===== src/rtl/minimig_zorro_decode.sv =====
// Zorro II board decoder for the autoconfig window, Toccata and control board, with wait states.
// Optional WAIT-state bus-error timeout is built when ZORRO_TIMEOUT_EN is defined.
module minimig_zorro_decode #(
  parameter int WAIT_TOCCATA  = 2,
  parameter int WAIT_CONTROL  = 1,
  parameter int TIMEOUT_TICKS = 64
) (
  input  logic        clk,
  input  logic        reset,
  input  logic        clk7_en,
  input  logic [23:1] cpu_addr,
  input  logic        cpu_as,
  input  logic        autoconfig_done,
  input  logic [5:0]  board_configured,
  input  logic [5:0]  board_shutup,
  input  logic [7:0]  toccata_base_addr,
  input  logic [7:0]  control_base_addr,
  input  logic        dev_ready,
  output logic        ac_sel,
  output logic        toccata_sel,
  output logic        control_sel,
  output logic        bus_ready,
  output logic        bus_error
);

  localparam logic [7:0] WAIT_TOC_C = 8'(WAIT_TOCCATA);
  localparam logic [7:0] WAIT_CTL_C = 8'(WAIT_CONTROL);

  typedef enum logic [2:0] {
    S_IDLE   = 3'd0,
    S_DECODE = 3'd1,
    S_WAIT   = 3'd2,
    S_ACK    = 3'd3,
    S_HOLD   = 3'd4
  } state_t;

  state_t     state_q, state_d;
  logic [7:0] addr_q, addr_d;
  logic [7:0] cnt_q, cnt_d;
  logic       armed_q, armed_d;
  logic       ac_sel_q, ac_sel_d;
  logic       toc_sel_q, toc_sel_d;
  logic       ctl_sel_q, ctl_sel_d;
  logic       rdy_q, rdy_d;
  logic       hit_ac_s, hit_toc_s, hit_ctl_s;
  logic [7:0] cnt_dec_s;
  logic       timeout_s;
  logic       unused_ok_s;

  assign unused_ok_s = ^{cpu_addr[15:1], board_configured[3:0], board_shutup[3:0], 8'(TIMEOUT_TICKS)};

  // Priority match on the latched address; board flags are only looked at here, in DECODE.
  always_comb begin
    hit_ac_s  = (addr_q == 8'hE8) && !autoconfig_done;
    hit_toc_s = !hit_ac_s && (addr_q == toccata_base_addr) && board_configured[4] && !board_shutup[4];
    hit_ctl_s = !hit_ac_s && !hit_toc_s && (addr_q == control_base_addr)
                && board_configured[5] && !board_shutup[5];
    cnt_dec_s = (cnt_q == 8'd0) ? 8'd0 : cnt_q - 8'd1;
  end

`ifdef ZORRO_TIMEOUT_EN
  localparam logic [7:0] TO_LAST_C = 8'(TIMEOUT_TICKS - 1);
  logic [7:0] to_q, to_d;
  logic       err_q, err_d;

  assign timeout_s = (to_q == TO_LAST_C);

  // Timeout counter: cleared when WAIT is entered, counts every tick spent in WAIT.
  always_comb begin
    if (state_q == S_DECODE && state_d == S_WAIT) begin
      to_d = 8'd0;
    end else if (state_q == S_WAIT) begin
      to_d = to_q + 8'd1;
    end else begin
      to_d = to_q;
    end
  end
`else
  assign timeout_s = 1'b0;
`endif

  // State register; a fresh cpu_as rise is required after reset (armed_q).
  always_ff @(posedge clk) begin
    if (reset) begin
      state_q   <= S_IDLE;
      addr_q    <= 8'd0;
      cnt_q     <= 8'd0;
      armed_q   <= 1'b0;
      ac_sel_q  <= 1'b0;
      toc_sel_q <= 1'b0;
      ctl_sel_q <= 1'b0;
      rdy_q     <= 1'b0;
`ifdef ZORRO_TIMEOUT_EN
      to_q      <= 8'd0;
      err_q     <= 1'b0;
`endif
    end else if (clk7_en) begin
      state_q   <= state_d;
      addr_q    <= addr_d;
      cnt_q     <= cnt_d;
      armed_q   <= armed_d;
      ac_sel_q  <= ac_sel_d;
      toc_sel_q <= toc_sel_d;
      ctl_sel_q <= ctl_sel_d;
      rdy_q     <= rdy_d;
`ifdef ZORRO_TIMEOUT_EN
      to_q      <= to_d;
      err_q     <= err_d;
`endif
    end
  end

  // Next-state logic; a dropped cpu_as aborts any active cycle straight back to IDLE.
  always_comb begin
    state_d = state_q;
    addr_d  = addr_q;
    cnt_d   = cnt_q;
    armed_d = armed_q | ~cpu_as;
    case (state_q)
      S_IDLE: begin
        if (cpu_as && armed_q) begin
          state_d = S_DECODE;
          addr_d  = cpu_addr[23:16];
        end else begin
          state_d = S_IDLE;
        end
      end
      S_DECODE: begin
        if (!cpu_as) begin
          state_d = S_IDLE;
        end else if (hit_ac_s) begin
          state_d = S_ACK;
        end else if (hit_toc_s) begin
          state_d = S_WAIT;
          cnt_d   = WAIT_TOC_C;
        end else if (hit_ctl_s) begin
          state_d = S_WAIT;
          cnt_d   = WAIT_CTL_C;
        end else begin
          state_d = S_HOLD;
        end
      end
      S_WAIT: begin
        cnt_d = cnt_dec_s;
        if (!cpu_as) begin
          state_d = S_IDLE;
        end else if (cnt_dec_s == 8'd0 && dev_ready) begin
          state_d = S_ACK;
        end else if (timeout_s) begin
          state_d = S_HOLD;
        end else begin
          state_d = S_WAIT;
        end
      end
      S_ACK: begin
        if (!cpu_as) begin
          state_d = S_IDLE;
        end else begin
          state_d = S_HOLD;
        end
      end
      S_HOLD: begin
        if (!cpu_as) begin
          state_d = S_IDLE;
        end else begin
          state_d = S_HOLD;
        end
      end
      default: begin
        state_d = S_IDLE;
      end
    endcase
  end

  // Output next values: selects latch on leaving DECODE, ready on entering ACK.
  always_comb begin
    ac_sel_d  = ac_sel_q;
    toc_sel_d = toc_sel_q;
    ctl_sel_d = ctl_sel_q;
    rdy_d     = rdy_q;
`ifdef ZORRO_TIMEOUT_EN
    err_d     = err_q;
`endif
    if (state_d == S_IDLE) begin
      ac_sel_d  = 1'b0;
      toc_sel_d = 1'b0;
      ctl_sel_d = 1'b0;
      rdy_d     = 1'b0;
`ifdef ZORRO_TIMEOUT_EN
      err_d     = 1'b0;
`endif
    end else begin
      if (state_q == S_DECODE) begin
        ac_sel_d  = hit_ac_s;
        toc_sel_d = hit_toc_s;
        ctl_sel_d = hit_ctl_s;
      end else begin
        ac_sel_d  = ac_sel_q;
      end
      if (state_d == S_ACK) begin
        rdy_d = 1'b1;
      end else begin
        rdy_d = rdy_q;
      end
`ifdef ZORRO_TIMEOUT_EN
      if (state_q == S_WAIT && state_d == S_HOLD) begin
        err_d = 1'b1;
        rdy_d = 1'b0;
      end else begin
        err_d = err_q;
      end
`endif
    end
  end

  assign ac_sel      = ac_sel_q;
  assign toccata_sel = toc_sel_q;
  assign control_sel = ctl_sel_q;
  assign bus_ready   = rdy_q;
`ifdef ZORRO_TIMEOUT_EN
  assign bus_error   = err_q;
`else
  assign bus_error   = 1'b0;
`endif

endmodule


===== config.mk =====
export PLATFORM = sky130hd
export DESIGN_NAME = minimig_zorro_decode
export DESIGN_NICKNAME = d
export VERILOG_FILES = /design/src/rtl/minimig_zorro_decode.sv
export SDC_FILE = /design/constraint.sdc
export NUM_CORES = 1
export LEC_CHECK = 0
export CAP_MARGIN = 40
export CORE_UTILIZATION = 39
export DETAILED_ROUTE_END_ITERATION = 10
export GPL_TIMING_DRIVEN = 0
export PLACE_DENSITY = 0.82
export SLEW_MARGIN = 20
export SYNTH_ARGS = -nofsm -noshare
export SYNTH_HDL_FRONTEND = slang
export SYNTH_SLANG_ARGS = --single-unit

===== constraint.sdc =====
create_clock -name clk -period 2.2 [get_ports clk]
set_clock_uncertainty 0.1 [all_clocks]
set_input_delay 0.44 -clock clk [delete_from_list [all_inputs] [get_ports clk]]
set_output_delay 0.44 -clock clk [all_outputs]
set_load 0.05 [all_outputs]

# After elaboration in Yosys (flattened, before gate mapping)
# Index checks and enable logic that the tools add are counted.
# totals
elab_cells,72
input_bits,57
regBits,24
# classes
n_reduce_logical,27
n_mux,23
n_bitwise,2
add_sub_neg,1
eq_ne,11
# op_table
op,count
8-bit 2-to-1 mux,5
8-bit == test,2
8-bit logical NOT,2
8-bit one-hot mux with 2 select lines,1
3-bit 2-to-1 mux,5
3-bit one-hot mux with 4 select lines,1
1-bit logical AND,10
1-bit 2-to-1 mux,10
"3-bit by 2-bit == test with 1-bit output, second input constant",3
"8-bit == test, second input constant",1
"8-bit by 1-bit subtractor with 8-bit output, second input constant",1
3-bit logical NOT,2
2-bit nonzero test,3
1-bit logical NOT,5
5-bit AND reduction,1
"2-bit != test, second input constant",2
2-bit AND reduction,2
"3-bit by 1-bit == test with 1-bit output, second input constant",1
"3-bit == test, second input constant",1
"3-bit != test, second input constant",1
3-bit AND reduction,1
2-bit 2-to-1 mux,1
2-bit OR reduction,1
1-bit inverter,1
1-bit bitwise OR,1

# Logic depth before layout (Yosys ltp)
# Gate-level depths: netlist (run 1).
# logic_depth
depth_word,19
depth_mapped,8
depth_no_buf,8

# Worst setup path after synthesis (run 1)
# OpenSTA, ideal clock, no wires.
# synth_path
path_kind,register -> register
start,register cnt_q[2]
end,register ctl_sel_q (netlist: control_sel)
required_time_ps,1979
slack_ps,-207
path_stages_with_launch,8
setup_time_ps,121
t_arrival_ps,2186
period_less_slack_ps,2407
path_buffers,1
cell_sequence,dfxtp_1 > or3_1 > buf_2 > or4_4 > o211a_1 > a31o_2 > o21ai_4 > mux2_4
# synth_between
elab_chain_cells,10
# synth_rtl
element,line_no,text
"start, declared",39,"logic [7:0] cnt_q, cnt_d;"
"start signal, assigned",100,cnt_q <= cnt_d;
8-bit by 1-bit subtractor with 8-bit output or 8-bit logical NOT (tied branches),58,cnt_dec_s = (cnt_q == 8'd0) ? 8'd0 : cnt_q - 8'd1;
8-bit 2-to-1 mux (*),58,
8-bit logical NOT (*),147,end else if (cnt_dec_s == 8'd0 && dev_ready) begin
1-bit logical AND (*),147,
1-bit 2-to-1 mux (*),147,
2-bit 2-to-1 mux (*),145,if (!cpu_as) begin
3-bit one-hot mux with 4 select lines (*),119,case (state_q)
3-bit logical NOT (*),184,if (state_d == S_IDLE) begin
2-bit nonzero test (no line),-,
2-bit AND reduction (no line),-,
"end signal, assigned",104,ctl_sel_q <= ctl_sel_d;
"end, declared",43,"logic ctl_sel_q, ctl_sel_d;"
# Every way passes the cells marked *; elsewhere a longest branch is shown, timed or not.
# A chain may end at the register's enable or synchronous reset.

# Final worst setup path (run 1)
# layout_path
start,register cnt_q[2]
end,register rdy_q (netlist: bus_ready)
# layout_between
elab_chain_cells,10
# layout_rtl
element,line_no,text
8-bit by 1-bit subtractor with 8-bit output or 8-bit logical NOT (tied branches),58,
8-bit 2-to-1 mux (*),58,
8-bit logical NOT (*),147,
1-bit logical AND (*),147,
1-bit 2-to-1 mux (*),147,
2-bit 2-to-1 mux (*),145,
3-bit one-hot mux with 4 select lines (*),119,
3-bit by 2-bit == test with 1-bit output or 3-bit logical NOT (tied branches),"200, 184",
2-bit nonzero test (no line),-,
2-bit AND reduction (no line),-,
"end signal, assigned",105,rdy_q <= rdy_d;
"end, declared",44,"logic rdy_q, rdy_d;"
# Marked as above.

==> results of run 1 <==
-- per-layer routing --
layer / wire (um) / share of wire, %
met5: 0 / 0
met4: 89 / 2.1
met3: 229 / 5.5
met2: 2060 / 49
met1: 1790 / 43
-- how the worst max path moves through the flow --
stage                    startpoint     endpoint  slack, ns  depth (start not counted)
5_1_grt                    cnt_q[4]    bus_ready      -0.25                          8
4_1_cts                    cnt_q[2]  control_sel      -0.16                          6
3_5_place_dp   control_base_addr[0]     cnt_q[1]      -0.73                          7
2_1_floorplan              cnt_q[2]  control_sel      -0.18                          7
6_report                   cnt_q[2]    bus_ready      -0.15                          7
3_3_place_gp   control_base_addr[0]     cnt_q[1]      -0.68                          7
-- registers in the layout (all words and copies together), names as in the netlist --
name / cells
cnt_q: 8
ac_sel: 1
toccata_sel: 1
addr_q: 8
control_sel: 1
bus_ready: 1
state_q: 3
armed_q: 1
-- worst max-delay path, cell delays in order, from the launching register on --
cell	delay [ns]
dfxtp_4	0.35
or3_4	0.39
or4_4	0.49
o211a_1	0.24
a31o_4	0.23
buf_4	0.14
and2b_2	0.20
o32ai_1	0.08
-- cells in the mapped netlist, types with 2 or more instances --
cell type | number | area share [%]
dfxtp_1 | 24 | 31
o21ai_0 | 4 | 1.3
inv_1 | 5 | 1.2
a211oi_1 | 3 | 1.5
nand3b_1 | 2 | 0.97
or3_1 | 2 | 0.81
nor4_1 | 2 | 0.81
nand4_1 | 4 | 1.6
o32ai_1 | 2 | 1.1
a21oi_1 | 10 | 3.2
a31oi_1 | 4 | 1.6
nor4b_1 | 2 | 1.1
nand2_1 | 9 | 2.2
nor3_1 | 12 | 3.9
mux2i_1 | 10 | 6.5
nor2_1 | 26 | 6.3
o31a_1 | 3 | 1.7
clkbuf_1 | 5 | 1.2
nand2b_1 | 9 | 3.6
nand3_1 | 10 | 3.2
nor2b_1 | 2 | 0.81
o21bai_1 | 3 | 1.5
xnor2_1 | 16 | 9.1
o22ai_1 | 2 | 0.81
-- what timing repair did --
item | CTS | global route
cloned | 0 | 0
resized for setup | 15 | 11
pin swaps | 3 | 7
endpoints found under the setup margin | 21 | 22
buffers inserted | 5 | 6
-- kinds of logic after synthesis --
family | after synthesis
AOI/OAI and AO/OA | 36
xor gates and xnor gates | 16
adders and majority gates | 1
buffers and inverters | 13
DFF | 24
muxes | 12
other | 1
and+or+nand+nor | 90
-- per-stage QoR --
stage | setup slack [ns] | power, W | std cells
2_1_floorplan | -0.177 | 0.000560 | 193
3_3_place_gp | -0.675 | 0.000639 | 277
3_5_place_dp | -0.731 | 0.000641 | 277
4_1_cts | -0.157 | 0.000955 | 285
5_1_grt | -0.248 | 0.00100 | 292
6_report | -0.149 | 0.000965 | 292
-- area by class of cell --
class | instances | area [um^2] | area share [%]
Timing Repair Buffer | 48 | 454 | 20.3
Multi-Input combinational cell | 156 | 1130 | 50.4
Tap cell | 48 | 60.1 | 2.69
Clock buffer | 4 | 55.1 | 2.46
Inverter | 5 | 18.8 | 0.839
Sequential cell | 24 | 488 | 21.8
Buffer | 7 | 32.5 | 1.45
-- power breakdown --
group          internal (W)  total [W]  switching [W]
Clock              0.000160   0.000310       0.000150
Sequential         0.000440   0.000451      0.0000106
Combinational      0.000116   0.000204      0.0000882
Total              0.000717   0.000965       0.000249
==> metrics.txt, run 1 <==
fin util=60.2%; fin area=2240 um^2; Placer Congestion=0.882; final setup margin=-0.149 ns; Die Y=64.9 um; Async SR Flop Fraction=0%; CTS tree=built; Synth Area in Adders=0.810%; nets@finish=303; setup TNS=-0.343 ns; Synth Instances=193; Die ar.=4210 um^2; Worst Path Max Fanout=3; main combinational cell family by area after synthesis=simple AND/OR/NAND/NOR gates; RR Startpoint=cnt_q[2]; syn_nets=251; Min-Delay Endpoint=ac_sel; post-synthesis sequential area ratio=31.1%; global route overflow=0; first-pass GRT wire length=6.51 mm; WL final=4.17 mm; post-synthesis mux area share=8.18%; Final Hold Fails=0; Layout Area Growth over Synthesis=44.8%; terminus of the critical flop-to-flop path=bus_ready; DRC Markers=0; number of clock sinks=24; pin count of the biggest net entering global routing=14; Yosys warning total=0; M2 GR Usage=35.2%; H-tree levels=1; Wirelength per Cell=14.3 um; vias in the first global route=1474; leak pwr=0.812 nW; I/O Pins=62; # Max-Cap Violations=0; Mapped Area=1540 um^2; Final Max Tran Viols=0; core region area=3720 um^2; share of cells above drive strength 1=18.4%; Post-DP HPWL=2.80 mm; Synth Area per Inst=8.00 um^2; fin crit share=107%; Compound-Gate Fraction of Synth Area=16.0%; register clock-pin slew on the reported worst setup and hold paths=0.09 ns; fmax=426 MHz; busiest grt layer=met2; critical setup path kind=reg2reg; DR vias/cell=5.56; met3 Use GR=2.64%; Hold Crit Depth=2; violated checks=negative setup slack; RSZ-0062 raised after global routing=true; Main synth FF type=dfxtp_1; most frequent cells in the layout=clkdlybuf4s50_1, nor2_1, dfxtp_1, xnor2_1, buf_4; outcome=finished, violations left; FP Rows=22; Worst R2R Path Depth=7; setup violators final=4; initial antenna violation count=0; clock buffer depth=2; min-delay worst type=reg2reg; Final min period=2.35 ns; Clock Root Buffer=clkbuf_8; area of placed instances=1980 um^2; M1 GR Usage=24.2%; number of flops mapped to enable cells by yosys=0; CP Capture Type=flop; Netlist cell types=46; hold_buf cts=0; number of DRC markers in iteration 0=90; ANT cells=0; XOR/XNOR Fraction of Synth Area=9.08%; WP data required=2.25 ns; hold_sp=ac_sel; most common cell after layout, fill and taps aside=clkdlybuf4s50_1; DR pass1 iterations=4; Die Wd=64.9 um; P per Cell Area=432 nW/um^2; crit start category=flop; Total GRT Usage=19.9%; r2r setup slk=-0.15 ns; register bit total from synthesis=24; TritonCTS buffer count=3; Routed Antenna Nets=0; total vias in the final route=1624; initial core utilization=41.5%; clk_lat worst skew=0.27 ns; hold slack=0.384 ns; Port Buffers=36; # fillers=329; simple-gate share of the synthesized area=31.0%; Peak VDD IR=0.000211 V; critical path arrival=2.40 ns
Power figures use the tool's default switching activity.
==> run 2: changes to the inputs <==
--- a/config.mk
+++ b/config.mk
@@ -6,10 +6,11 @@
 export NUM_CORES = 1
 export LEC_CHECK = 0
 export CAP_MARGIN = 40
-export CORE_UTILIZATION = 39
+export CORE_UTILIZATION = 56
 export DETAILED_ROUTE_END_ITERATION = 10
+export DONT_BUFFER_PORTS = 1
 export GPL_TIMING_DRIVEN = 0
-export PLACE_DENSITY = 0.82
+export PLACE_DENSITY = 0.8
 export SLEW_MARGIN = 20
 export SYNTH_ARGS = -nofsm -noshare
 export SYNTH_HDL_FRONTEND = slang
==> metrics.txt, run 2 (same netlist as run 1, synthesis figures left out) <==
outcome=finished, violations left (unchanged); violated checks=negative setup slack (unchanged); number of clock sinks=24 (unchanged); Die Wd=54.5 um (was 64.9 um); ANT cells=0 (unchanged); most common cell after layout, fill and taps aside=nor2_1 (was clkdlybuf4s50_1); number of DRC markers in iteration 0=33 (was 90); WP data required=2.35 ns (was 2.25 ns); Final min period=2.36 ns (was 2.35 ns); most frequent cells in the layout=nor2_1, dfxtp_1, xnor2_1, nand3_1 (was clkdlybuf4s50_1, nor2_1, dfxtp_1, xnor2_1, buf_4); clock buffer depth=2 (unchanged); Total GRT Usage=30.9% (was 19.9%); biggest regs=addr_q x8, cnt_q x8, state_q x3 (unchanged); hold_buf cts=0 (unchanged); Cell Chain, Critical Path=or3_4, or4_4, o211a_1, a31o_4, o21ai_4, mux2_4 (was or3_4, or4_4, o211a_1, a31o_4, buf_4, and2b_2, o32ai_1); RSZ-0062 raised after global routing=true (unchanged); Peak VDD IR=0.000734 V (was 0.000211 V); DRC Markers=0 (unchanged); first-pass GRT wire length=6.50 mm (was 6.51 mm); leak pwr=0.620 nW (was 0.812 nW); TritonCTS buffer count=3 (unchanged); FP Rows=18 (was 22); Final Hold Fails=0 (unchanged); Worst Path Max Fanout=4 (was 3); setup violators final=5 (was 4); Die ar.=2970 um^2 (was 4210 um^2); vias in the first global route=1458 (was 1474); nets@finish=262 (was 303); WL final=4.19 mm (was 4.17 mm); clk_lat worst skew=0.34 ns (was 0.27 ns); DR pass1 iterations=4 (unchanged); Final Max Tran Viols=0 (unchanged); Slew @ Worst Pin=0.540 ns; DR vias/cell=6.51 (was 5.56); critical setup path kind=reg2reg (unchanged); P per Cell Area=524 nW/um^2 (was 432 nW/um^2); I/O Pins=62 (unchanged); total vias in the final route=1517 (was 1624); H-tree levels=1 (unchanged); fmax=423 MHz (was 426 MHz); fin crit share=107% (about the same); Placer Congestion=0.831 (was 0.882); Routed Antenna Nets=0 (unchanged); initial core utilization=60.7% (was 41.5%); fin area=1780 um^2 (was 2240 um^2); pin count of the biggest net entering global routing=15 (was 14); core region area=2540 um^2 (was 3720 um^2); area of placed instances=1600 um^2 (was 1980 um^2); global route overflow=0 (unchanged); min-delay worst type=in2reg (was reg2reg); Critical-path top delay cell=or4_4 (unchanged); Post-DP HPWL=2.91 mm (was 2.80 mm); initial antenna violation count=0 (unchanged); Wirelength per Cell=18.0 um (was 14.3 um); Port Buffers=0 (was 36); fin util=70.1% (was 60.2%); critical path arrival=2.51 ns (was 2.40 ns); Layout Area Growth over Synthesis=15.5% (was 44.8%); Die Y=54.5 um (was 64.9 um); final setup margin=-0.163 ns (was -0.149 ns); CP Capture Type=flop (unchanged); CTS tree=built (unchanged); Rel. slew slack=63.9%; # fillers=208 (was 329); Crit path largest cell delay=0.50 ns (was 0.49 ns); register clock-pin slew on the reported worst setup and hold paths=0.15 ns (was 0.09 ns); share of cells above drive strength 1=17.7% (was 18.4%); Clock Root Buffer=clkbuf_4 (was clkbuf_8); crit start category=flop (unchanged); # Max-Cap Violations=0 (unchanged)
-- run 2: layer usage --
layer | vias to the layer above | wire [um] | GRT usage, %
li1 | 714 | - | -
met1 | 705 | 1660 | 34.3
met2 | 88 | 2150 | 57.5
met3 | 10 | 325 | 6.94
met4 | 0 | 61 | 9.40
met5 | - | 0 | 0
-- run 2: worst max-delay path: cells and delay by family (launching register included) --
family | cells | cell delay [ns]
AOI/OAI and AO/OA | 3 | 0.62
muxes | 1 | 0.30
and+or+nand+nor | 2 | 0.87
DFF | 1 | 0.38
-- run 2: worst paths after layout --
check	startpoint	cells past startpoint	end	slack, ns
worst max-delay path	cnt_q[0]	6	control_sel	-0.16
worst max register to register	cnt_q[0]	6	control_sel	-0.16
worst min-delay path	cpu_addr[19]	2	addr_q[3]	0.15
worst min register to register	armed_q	2	armed_q	0.45
-- run 2: power by group --
group | total, W | switching, W | internal, W
clock network | 0.000341 | 0.000156 | 0.000185
logic | 0.000142 | 0.0000776 | 0.0000648
registers | 0.000451 | 0.0000105 | 0.000441
-- run 2: timing repair --
action                                  CTS  global route
setup buffers                             6             0
endpoints found under the setup margin   11             6
pin swaps                                 5             2
resized for setup                        15             5
-- run 2: metrics by stage --
stage	setup WS, ns	TNS [ns]	hold slack, ns	cells	total power (W)
after floorplan	-0.177	-0.178	0.360	193	0.000560
after global placement	-0.252	-1.24	0.376	223	0.000577
after detailed placement	-0.320	-2.60	0.398	223	0.000582
after CTS	-0.200	-0.545	0.152	232	0.000919
after global routing	-0.211	-0.763	0.141	233	0.000964
final	-0.163	-0.420	0.146	233	0.000934
-- run 2: cell type report --
class	count	area, um^2	share of cell area (%)
repair buffers	7	52.6	2.95
flip-flops and latches	24	489	27.4
clock inverters	1	30.0	1.68
clock buffers	3	22.5	1.26
inverters	5	18.8	1.05
multi-input cells	156	1100	61.8
well taps	30	37.5	2.11
plain buffers	7	30.0	1.68
